<file path="config.mk">
export PLATFORM = sky130hd
export DESIGN_NAME = snvs_lp_zmk_bank
export DESIGN_NICKNAME = d
export VERILOG_FILES = /design/src/rtl/snvs_lp_zmk_pkg.sv /design/src/rtl/snvs_lp_zmk_word.sv /design/src/rtl/snvs_lp_zmk_bank.sv
export SDC_FILE = /design/constraint.sdc
export NUM_CORES = 1
export LEC_CHECK = 0
export CAP_MARGIN = 20
export CORE_MARGIN = 2
export CORE_UTILIZATION = 34
export DETAILED_ROUTE_END_ITERATION = 12
export DONT_BUFFER_PORTS = 1
export PLACE_DENSITY_LB_ADDON = 0.2
export SETUP_SLACK_MARGIN = 0.4
export SLEW_MARGIN = 0
export SYNTH_ARGS = -nofsm -noshare
export SYNTH_HDL_FRONTEND = slang
export SYNTH_HIERARCHICAL = 1
export SYNTH_SLANG_ARGS = --single-unit
</file>
<file path="constraint.sdc">
create_clock -name clock_i -period 2.95 [get_ports clock_i]
set_input_delay 0.59 -clock clock_i [delete_from_list [all_inputs] [get_ports clock_i]]
set_output_delay 0.59 -clock clock_i [all_outputs]
set_load 0.01 [all_outputs]
</file>
<file path="src/rtl/snvs_lp_zmk_pkg.sv">
// Shared types and defaults for the SNVS LP zeroizable master-key bank.
// Optional parity support is enabled with SNVS_ZMK_PARITY_EN.
package snvs_lp_zmk_pkg;

  localparam int DEF_KEY_WIDTH  = 256;
  localparam int DEF_WORD_WIDTH = 32;
  localparam int MAX_PAR_WIDTH  = 256;

  typedef enum logic [2:0] {
    ST_IDLE   = 3'd0,
    ST_WIPE1  = 3'd1,
    ST_WIPE0  = 3'd2,
    ST_VERIFY = 3'd3,
    ST_DONE   = 3'd4
  } zmk_state_t;

  // Even parity bit: makes the total count of ones (data plus bit) even.
  function automatic logic even_parity(input logic [MAX_PAR_WIDTH-1:0] data);
    return ^data;
  endfunction

endpackage

</file>
<file path="src/rtl/snvs_lp_zmk_word.sv">
// One key word: write / wipe-ones / wipe-zeros register with synchronous reset.
// With SNVS_ZMK_PARITY_EN an even-parity bit is stored and checked locally.
module snvs_lp_zmk_word
  import snvs_lp_zmk_pkg::*;
#(
  parameter int WORD_WIDTH = DEF_WORD_WIDTH
) (
  input  logic                  clock_i,
  input  logic                  reset_i,
  input  logic                  wr_i,
  input  logic                  wipe1_i,
  input  logic                  wipe0_i,
  input  logic                  chk_en_i,
  input  logic [WORD_WIDTH-1:0] data_i,
  output logic [WORD_WIDTH-1:0] data_o,
  output logic                  par_err_o
);

  logic [WORD_WIDTH-1:0] word_q, word_d;

  // Wipes take priority; the bank never issues a write while wiping.
  always_comb begin
    word_d = word_q;
    if (wipe1_i) begin
      word_d = '1;
    end else if (wipe0_i) begin
      word_d = '0;
    end else if (wr_i) begin
      word_d = data_i;
    end
  end

  always_ff @(posedge clock_i) begin
    if (reset_i) begin
      word_q <= '0;
    end else begin
      word_q <= word_d;
    end
  end

  assign data_o = word_q;

`ifdef SNVS_ZMK_PARITY_EN
  logic par_q;

  always_ff @(posedge clock_i) begin
    if (reset_i) begin
      par_q <= 1'b0;
    end else if (wipe1_i || wipe0_i || wr_i) begin
      par_q <= even_parity(MAX_PAR_WIDTH'(word_d));
    end
  end

  assign par_err_o = chk_en_i & (par_q != even_parity(MAX_PAR_WIDTH'(word_q)));
`else
  logic unused_chk_en;
  assign unused_chk_en = chk_en_i;
  assign par_err_o     = 1'b0;
`endif

endmodule

</file>
<file path="src/rtl/snvs_lp_zmk_bank.sv">
// Zeroizable master-key bank: word writes, sticky lock, multi-pass wipe with verify,
// and key output gated on all words written. Parity option: SNVS_ZMK_PARITY_EN.
module snvs_lp_zmk_bank
  import snvs_lp_zmk_pkg::*;
#(
  parameter  int KEY_WIDTH  = DEF_KEY_WIDTH,
  parameter  int WORD_WIDTH = DEF_WORD_WIDTH,
  localparam int NUM_WORDS  = KEY_WIDTH / WORD_WIDTH,
  localparam int AW         = (NUM_WORDS > 1) ? $clog2(NUM_WORDS) : 1
) (
  input  logic                  clock_i,
  input  logic                  reset_i,
  input  logic                  wr_en_i,
  input  logic [AW-1:0]         wr_addr_i,
  input  logic [WORD_WIDTH-1:0] wr_data_i,
  input  logic                  lock_set_i,
  input  logic                  zeroize_req_i,
  output logic [KEY_WIDTH-1:0]  key_out_o,
  output logic                  key_valid_o,
  output logic                  locked_o,
  output logic                  wr_error_o,
  output logic                  zeroize_busy_o,
  output logic                  zeroize_done_o,
  output logic                  zeroize_fail_o,
  output logic                  par_error_o
);

  zmk_state_t           state_q, state_d;
  logic [AW-1:0]        cnt_q, cnt_d;
  logic [NUM_WORDS-1:0] mask_q, mask_d;
  logic                 locked_q, wr_error_q, fail_q, par_error_q;

  logic [WORD_WIDTH-1:0] word_data [NUM_WORDS];
  logic [NUM_WORDS-1:0]  word_par_err, word_wr, word_wipe1, word_wipe0;
  logic [KEY_WIDTH-1:0]  key_flat;
  logic                  is_idle, par_hit, zstart, addr_ok, wr_accept, last_word;

  assign is_idle   = (state_q == ST_IDLE);
  assign par_hit   = |word_par_err;
  // A parity hit starts the same wipe sequence as an explicit request.
  assign zstart    = is_idle & (zeroize_req_i | par_hit);
  assign addr_ok   = (int'(wr_addr_i) < NUM_WORDS);
  assign wr_accept = wr_en_i & is_idle & ~locked_q & addr_ok & ~zstart;
  assign last_word = (cnt_q == AW'(NUM_WORDS - 1));

  for (genvar gi = 0; gi < NUM_WORDS; gi++) begin : gen_word
    assign word_wr[gi]    = wr_accept & (wr_addr_i == AW'(gi));
    assign word_wipe1[gi] = (state_q == ST_WIPE1) & (cnt_q == AW'(gi));
    assign word_wipe0[gi] = (state_q == ST_WIPE0) & (cnt_q == AW'(gi));

    snvs_lp_zmk_word #(.WORD_WIDTH(WORD_WIDTH)) u_word (
      .clock_i  (clock_i),
      .reset_i  (reset_i),
      .wr_i     (word_wr[gi]),
      .wipe1_i  (word_wipe1[gi]),
      .wipe0_i  (word_wipe0[gi]),
      .chk_en_i (mask_q[gi]),
      .data_i   (wr_data_i),
      .data_o   (word_data[gi]),
      .par_err_o(word_par_err[gi])
    );

    assign key_flat[gi*WORD_WIDTH +: WORD_WIDTH] = word_data[gi];
  end

  always_comb begin
    mask_d = mask_q | word_wr;
    if (zstart) begin
      mask_d = '0;
    end
  end

  always_comb begin
    state_d = state_q;
    cnt_d   = cnt_q;
    unique case (state_q)
      ST_IDLE: begin
        if (zstart) begin
          state_d = ST_WIPE1;
          cnt_d   = '0;
        end
      end
      ST_WIPE1: begin
        if (last_word) begin
          state_d = ST_WIPE0;
          cnt_d   = '0;
        end else begin
          cnt_d = cnt_q + AW'(1);
        end
      end
      ST_WIPE0: begin
        if (last_word) begin
          state_d = ST_VERIFY;
        end else begin
          cnt_d = cnt_q + AW'(1);
        end
      end
      ST_VERIFY: state_d = ST_DONE;
      ST_DONE:   state_d = ST_IDLE;
      default:   state_d = ST_IDLE;
    endcase
  end

  always_ff @(posedge clock_i) begin
    if (reset_i) begin
      state_q     <= ST_IDLE;
      cnt_q       <= '0;
      mask_q      <= '0;
      locked_q    <= 1'b0;
      wr_error_q  <= 1'b0;
      fail_q      <= 1'b0;
      par_error_q <= 1'b0;
    end else begin
      state_q     <= state_d;
      cnt_q       <= cnt_d;
      mask_q      <= mask_d;
      locked_q    <= locked_q | lock_set_i;
      wr_error_q  <= wr_en_i & ~wr_accept;
      par_error_q <= par_error_q | par_hit;
      // Verify looks at raw storage, not the gated key output.
      if ((state_q == ST_VERIFY) && (|key_flat)) begin
        fail_q <= 1'b1;
      end
    end
  end

  assign key_valid_o    = &mask_q;
  assign key_out_o      = key_valid_o ? key_flat : '0;
  assign locked_o       = locked_q;
  assign wr_error_o     = wr_error_q;
  assign zeroize_busy_o = (state_q == ST_WIPE1) || (state_q == ST_WIPE0) || (state_q == ST_VERIFY);
  assign zeroize_done_o = (state_q == ST_DONE);
  assign zeroize_fail_o = fail_q;
  assign par_error_o    = par_error_q;

endmodule

</file>
; Word-level counts from Yosys, hierarchy flattened
; Index checks and enable logic that the tools add are counted.
[word_totals]
regBits = 273
inputBits = 40
output_inout_bits = 263
word_cells = 124
[op_classes]
add_sub_neg = 1
eq_ne = 22
n_mux = 33
bitwise_logic = 34
reduce_logical = 20
[ops]
columns = cell, n
row1 = $mux W32, 24
row2 = $mux W256, 1
row3 = $reduce_or A256 Y1, 1
row4 = $and A1 B1 Y1, 29
row5 = $eq A3 B3 Y1 const B, 9
row6 = $reduce_bool A3 Y1, 9
row7 = $eq A3 B2 Y1 const B, 6
row8 = $mux W3, 6
row9 = $pmux W3 S4, 1
row10 = $eq A3 B1 Y1 const B, 3
row11 = $logic_not A3 Y1, 3
row12 = $pmux W3 S3, 1
row13 = $or A8 B8 Y8, 1
row14 = $reduce_and A8 Y1, 1
row15 = $ne A2 B2 Y1 const B, 3
row16 = $reduce_and A3 Y1, 2
row17 = $add A3 B1 Y3 const B, 1
row18 = $not A1 Y1, 3
row19 = $logic_or A1 B1 Y1, 2
row20 = $ne A2 B1 Y1 const B, 1
row21 = $reduce_or A2 Y1, 1
row22 = $logic_and A1 B1 Y1, 1
row23 = $or A1 B1 Y1, 1

; Logic depth before layout (Yosys ltp)
[logic_depth]
ltp_word = 8
mapped_depth = 10
ltp_nobuf = 6

; Hierarchy
; The synthesis kept the hierarchy.
[modules_own_cells]
columns = module, n_inst, cells_each, area_each_um2, seq_area_each_um2
row1 = snvs_lp_zmk_word, 8, 110, 1275.0, 640.6
row2 = snvs_lp_zmk_bank, 1, 480, 3263.1, 360.3

; Least setup slack after synthesis
; OpenSTA, ideal clock, no wires.
[synth_path]
path_kind = input to register
startpoint = input zeroize_req_i
endpoint = register gen_word[4].u_word.word_q[17]
setup_time_ns = 0.118
arrival_ns = 2.179
required_ns = 2.832
setup_slack_ns = 0.653
path_stages = 8
n_path_buf = 3
cell_sequence = nand4b_1 > or3b_1 > buf_6 > nor4b_2 > buf_6 > buf_12 > mux2i_1 > o21ai_2
[synth_via]
elab_chain_len = 5
[synth_rtl]
columns = element, line
row1 = start: declaration, snvs_lp_zmk_bank.sv:17  ; input logic zeroize_req_i,
row2 = $and A1 B1 Y1, snvs_lp_zmk_bank.sv:41  ; assign zstart = is_idle & (zeroize_req_i | par_hit);
row3 = $not A1 Y1, snvs_lp_zmk_bank.sv:43  ; assign wr_accept = wr_en_i & is_idle & ~locked_q & addr_ok & ~zstart;
row4 = $and A1 B1 Y1, snvs_lp_zmk_bank.sv:43
row5 = $and A1 B1 Y1, snvs_lp_zmk_bank.sv:47  ; assign word_wr[gi] = wr_accept & (wr_addr_i == AW'(gi));
row6 = via word_wr[4], snvs_lp_zmk_bank.sv:34  ; logic [NUM_WORDS-1:0] word_par_err, word_wr, word_wipe1, word_wipe0;
row7 = $reduce_bool A3 Y1 (no source line), --
row8 = end signal: assignment, snvs_lp_zmk_word.sv:37  ; word_q <= word_d;
row9 = end: declaration, snvs_lp_zmk_word.sv:19  ; logic [WORD_WIDTH-1:0] word_q, word_d;
; The timed path passes the listed nets, and every way through them passes these cells.
; A chain may end at the register's enable or synchronous reset.

; Worst setup path in the final report
[layout_path]
startpoint = register mask_q[4]
endpoint = output key_out_o[189]
[layout_via]
elab_chain_len = 2
[layout_rtl]
columns = element, line
row1 = start: declaration, snvs_lp_zmk_bank.sv:30  ; logic [NUM_WORDS-1:0] mask_q, mask_d;
row2 = start signal: assignment, snvs_lp_zmk_bank.sv:116  ; mask_q <= mask_d;
row3 = $reduce_and A8 Y1, snvs_lp_zmk_bank.sv:127  ; assign key_valid_o = &mask_q;
row4 = $mux W256, snvs_lp_zmk_bank.sv:128  ; assign key_out_o = key_valid_o ? key_flat : '0;
row5 = end: declaration, snvs_lp_zmk_bank.sv:18  ; output logic [KEY_WIDTH-1:0] key_out_o,
; No other way between the ends.

==> reports/results.txt <==
The flow ran to the end, and the final reports show no timing, DRC or antenna violations. No sink is reached through more buffers than the 3 on the longest clock path. In the layout the commonest cells are 274 x sky130_fd_sc_hd__dfxtp_1, 257 x sky130_fd_sc_hd__and2_1, 256 x sky130_fd_sc_hd__mux2i_1.

The tool flagged a number of max-cap violations equal to 0. The first global-routing pass estimated 68610 µm of wire. Total power per unit cell area: 568.7 nW/µm².

The synthesized net count was 1406; the number of top-level pins was 303. For this run, the slowest stage of the critical path takes 0.37 ns. The slew at the pin with the worst max-slew slack came out at 0.7895 ns.

Using the TritonRoute via totals, the vias-per-cell ratio works out to 5.394. Data on the critical path arrives at its endpoint at 1.94 ns. The tools report the footprint of the flip-flops and latches as 5485 µm².

The maximum fanout encountered on the critical timing path was 80; the post-placement cell area was 13330 µm². The layout-stage area growth over the synthesis result is 7.463%, and the aggregate routed wire length is 47400 µm. Setup repair after global routing could not meet its margin everywhere.

The logs give 0 for the remaining global-route overflow and 1.864 mW for the net switching power. The number of fill cells in the layout came out at 3899. The die extent in x is 203.0 µm, and the count of mapped cells out of synthesis is 1360. The critical path goes through nand4_1 > nor2_4 > buf_12 > bufbuf_16 > and2_1. TritonCTS built the clock tree.

The run gives 49.4% as the clock network fraction of design power. Clock-pin slew was measured on the worst setup and hold paths at 0.06 ns. Vertical die dimension: 203.0 µm. Clock tree synthesis found a total of 274 sinks. Across every metal layer, demand over resource in global routing totals 22.58%. The source-to-sink clock delay at the later pin of the worst-skew pair was 0.53 ns. For the worst hold slack after final layout, the log shows 0.1300 ns.

The largest net degree at the start of global routing was 97; the number of hold buffers added after cts was 0. For this run, the number of standard cells in the final layout without fillers is 1845. In the final design database the tool counted 1355 nets.

Detailed placement finished with a half-perimeter wire length of 32110 µm. The cell sitting at the root of the clock tree is a sky130_fd_sc_hd__clkbuf_16. The type of the setup path with the least slack was reg2out. Row generation in the floorplan step produced 72 rows.

On the final layout, the worst clock skew is 0.02212 ns. Number of global-route vias before repair: 9664. The number of buffers and inverters on the critical path is 2. The warning count from the yosys run was 6; the wire length per cell after detailed routing was 25.69 µm.

The final setup violation count was 0. The share of total power dissipated in combinational logic is 3.5%. The least setup slack across all paths after layout is 0.4154 ns, and the fmax is 394.5 MHz. The placeable core region was 38830 µm²; the cell area after layout was 14470 µm².

Of the cells placed in the final design, the portion with a size suffix greater than 1 is 9.344%. The antenna diode count is 0, and the internal power consumption is 6.363 mW. Grouping stages by cell kind, the critical path spends the most delay in simple AND/OR/NAND/NOR gates. The post-synthesis async set-or-reset flop share is 0%, and the count of endpoints failing hold in the final timing report is 0. In this run the remaining antenna-violating nets after routing total 0. For this run, design rule violations remaining after detail routing come to 0. The worst-path cell with the longest stage delay was sky130_fd_sc_hd__bufbuf_16.

The tools report the cell area after technology mapping as 13460 µm². The most instantiated flip-flop cell in the synthesis netlist was sky130_fd_sc_hd__dfxtp_1. Net switching is 22.65% of the power. The final sum of negative setup slack was 0 ns; the worst slack at placement was 0.3578 ns. For this run, the detailed router's first-pass iteration total came to 5. The tools report the worst slew margin relative to its limit as 47.37%. The tightest min-delay check is of the in2reg type.

The initial utilization of the core area, before any placement, comes to 34.67%. For the worst setup path, the data required time is 2.36 ns. For the count of routing violations after the opening detailed-route iteration, the log shows 554.

The congestion estimate from routability-driven global placement came to 0.8109. The standby leakage power is 4.916 nW. Worst voltage drop across the vdd grid: 289.3 µV. The initial antenna violation count was 1; the final period utilization was 85.92%. The floorplan step defined a die boundary enclosing 41200 µm². STA classifies the critical path endpoint as an output port.

The routed design could run at a clock period as short as 2.535 ns. The post-synthesis area per instance is 9.899 µm². The number of clock buffers added by TritonCTS is 34. The synthesized design contains 274 register bits. Buffers placed on the I/O ports in this run total 0.

For the count of placed standard cells including taps, the log shows 1789. The run gives 6858 µm² as the multi-input logic area. The library cell used most frequently in the layout, excluding fill and tap cells, is sky130_fd_sc_hd__dfxtp_1. H-tree depth reported by CTS: 2. After synthesis, the netlist uses 42 different library cells. Of the synthesized area, sequential elements account for 40.74%.

The number of pins with negative max-slew slack in the final report was 0; the portion of total power attributed to sequential cells was 47.1%. The total vias in the final route was 9952; the count of flip-flops with a built-in enable after synthesis was 0. The worst setup path is launched from a register.
## metrics by stage
step	power (mW)	util [%]
4_1_cts	8.351	37.25
2_1_floorplan	4.171	-
6_report	8.227	37.26
3_3_place_gp	4.241	34.32
5_1_grt	8.533	37.26
3_5_place_dp	4.247	34.32
## worst paths after layout
| check | cells after the start | to | slack, ns | startpoint |
|---|---|---|---|---|
| worst max-delay path | 5 | key_out_o[189] | 0.42 | mask_q[4]$_SDFF_PP0_ |
| worst min-delay path | 1 | par_error_o$_SDFF_PP0_ | 0.13 | reset_i |
| worst max register to register | 6 | zeroize_fail_o$_SDFFE_PP0P_ | 0.48 | gen_word[2].u_word/data_o[6]$_SDFFE_PP0P_ |
| worst min register to register | 1 | mask_q[2]$_SDFF_PP0_ | 0.47 | mask_q[2]$_SDFF_PP0_ |
## logic make-up (layout without fill, tap and decap cells)
| kind of cell | count (synthesis) | in the layout | synth area share [%] |
|---|---|---|---|
| DFF | 274 | 274 | 40.74 |
| adders and majority gates | 6 | 6 | 0.5576 |
| muxes | 256 | 256 | 19.03 |
| and+or+nand+nor | 418 | 418 | 19.82 |
| buffers and inverters | 124 | 91 | 8.699 |
| other | 8 | 8 | 0.2231 |
| AOI/OAI and AO/OA | 274 | 274 | 10.92 |
## state kept, by name (all words and copies together) (netlist names)
register and flops:
cnt_q 3, gen_word.u_word/data_o 256, locked_o 1, mask_q 8
par_error_o 1, state_q 3, wr_error_o 1, zeroize_fail_o 1
## power groups by stage
stage	Clock, mW	Sequential, mW	Combinational [mW]
floorplan	0	3.92	0.251
global placement	0	3.95	0.287
detailed placement	0	3.96	0.291
CTS	4.18	3.88	0.292
global route	4.32	3.89	0.321
finish	4.06	3.88	0.288
## synth_stat cells, drive strengths merged (9+ instances only)
cell type / count / area (µm²)
nand2b: 9 / 56.30
and3: 13 / 81.33
mux2i: 256 / 2562
buf: 82 / 1003
o21ai: 258 / 1351
dfxtp: 274 / 5485
nand4: 19 / 118.9
clkbuf: 37 / 148.9
or2: 10 / 82.58
and2: 262 / 1639
nor4: 71 / 463.0
nor2: 12 / 45.04
## layout make-up
class                      instances  area share (%)
multi-input combinational        962           47.40
sequential                       274           37.91
clock buffer                      47           6.711
tap                              518           4.480
timing repair buffer              32           2.750
clock inverter                     7          0.6140
inverter                           5          0.1297
## routing by layer
layer / up-vias / track usage [%] / part of all wire, %
met5: - / 0 / 0.017
met4: 2 / 8.238 / 3.1
met3: 82 / 5.313 / 7.2
met2: 354 / 35.05 / 44
met1: 4832 / 30.49 / 45
li1: 4682 / - / -
## timing repair
action                     in CTS  in global routing
setup endpoints to repair     272                256
hold endpoints to repair        0                  0
setup buffers                   1                  0
pin swaps                       1                  0
resized for setup               7                  3
gates cloned                    1                  0
Note: power is estimated with default switching activity, not from simulation.
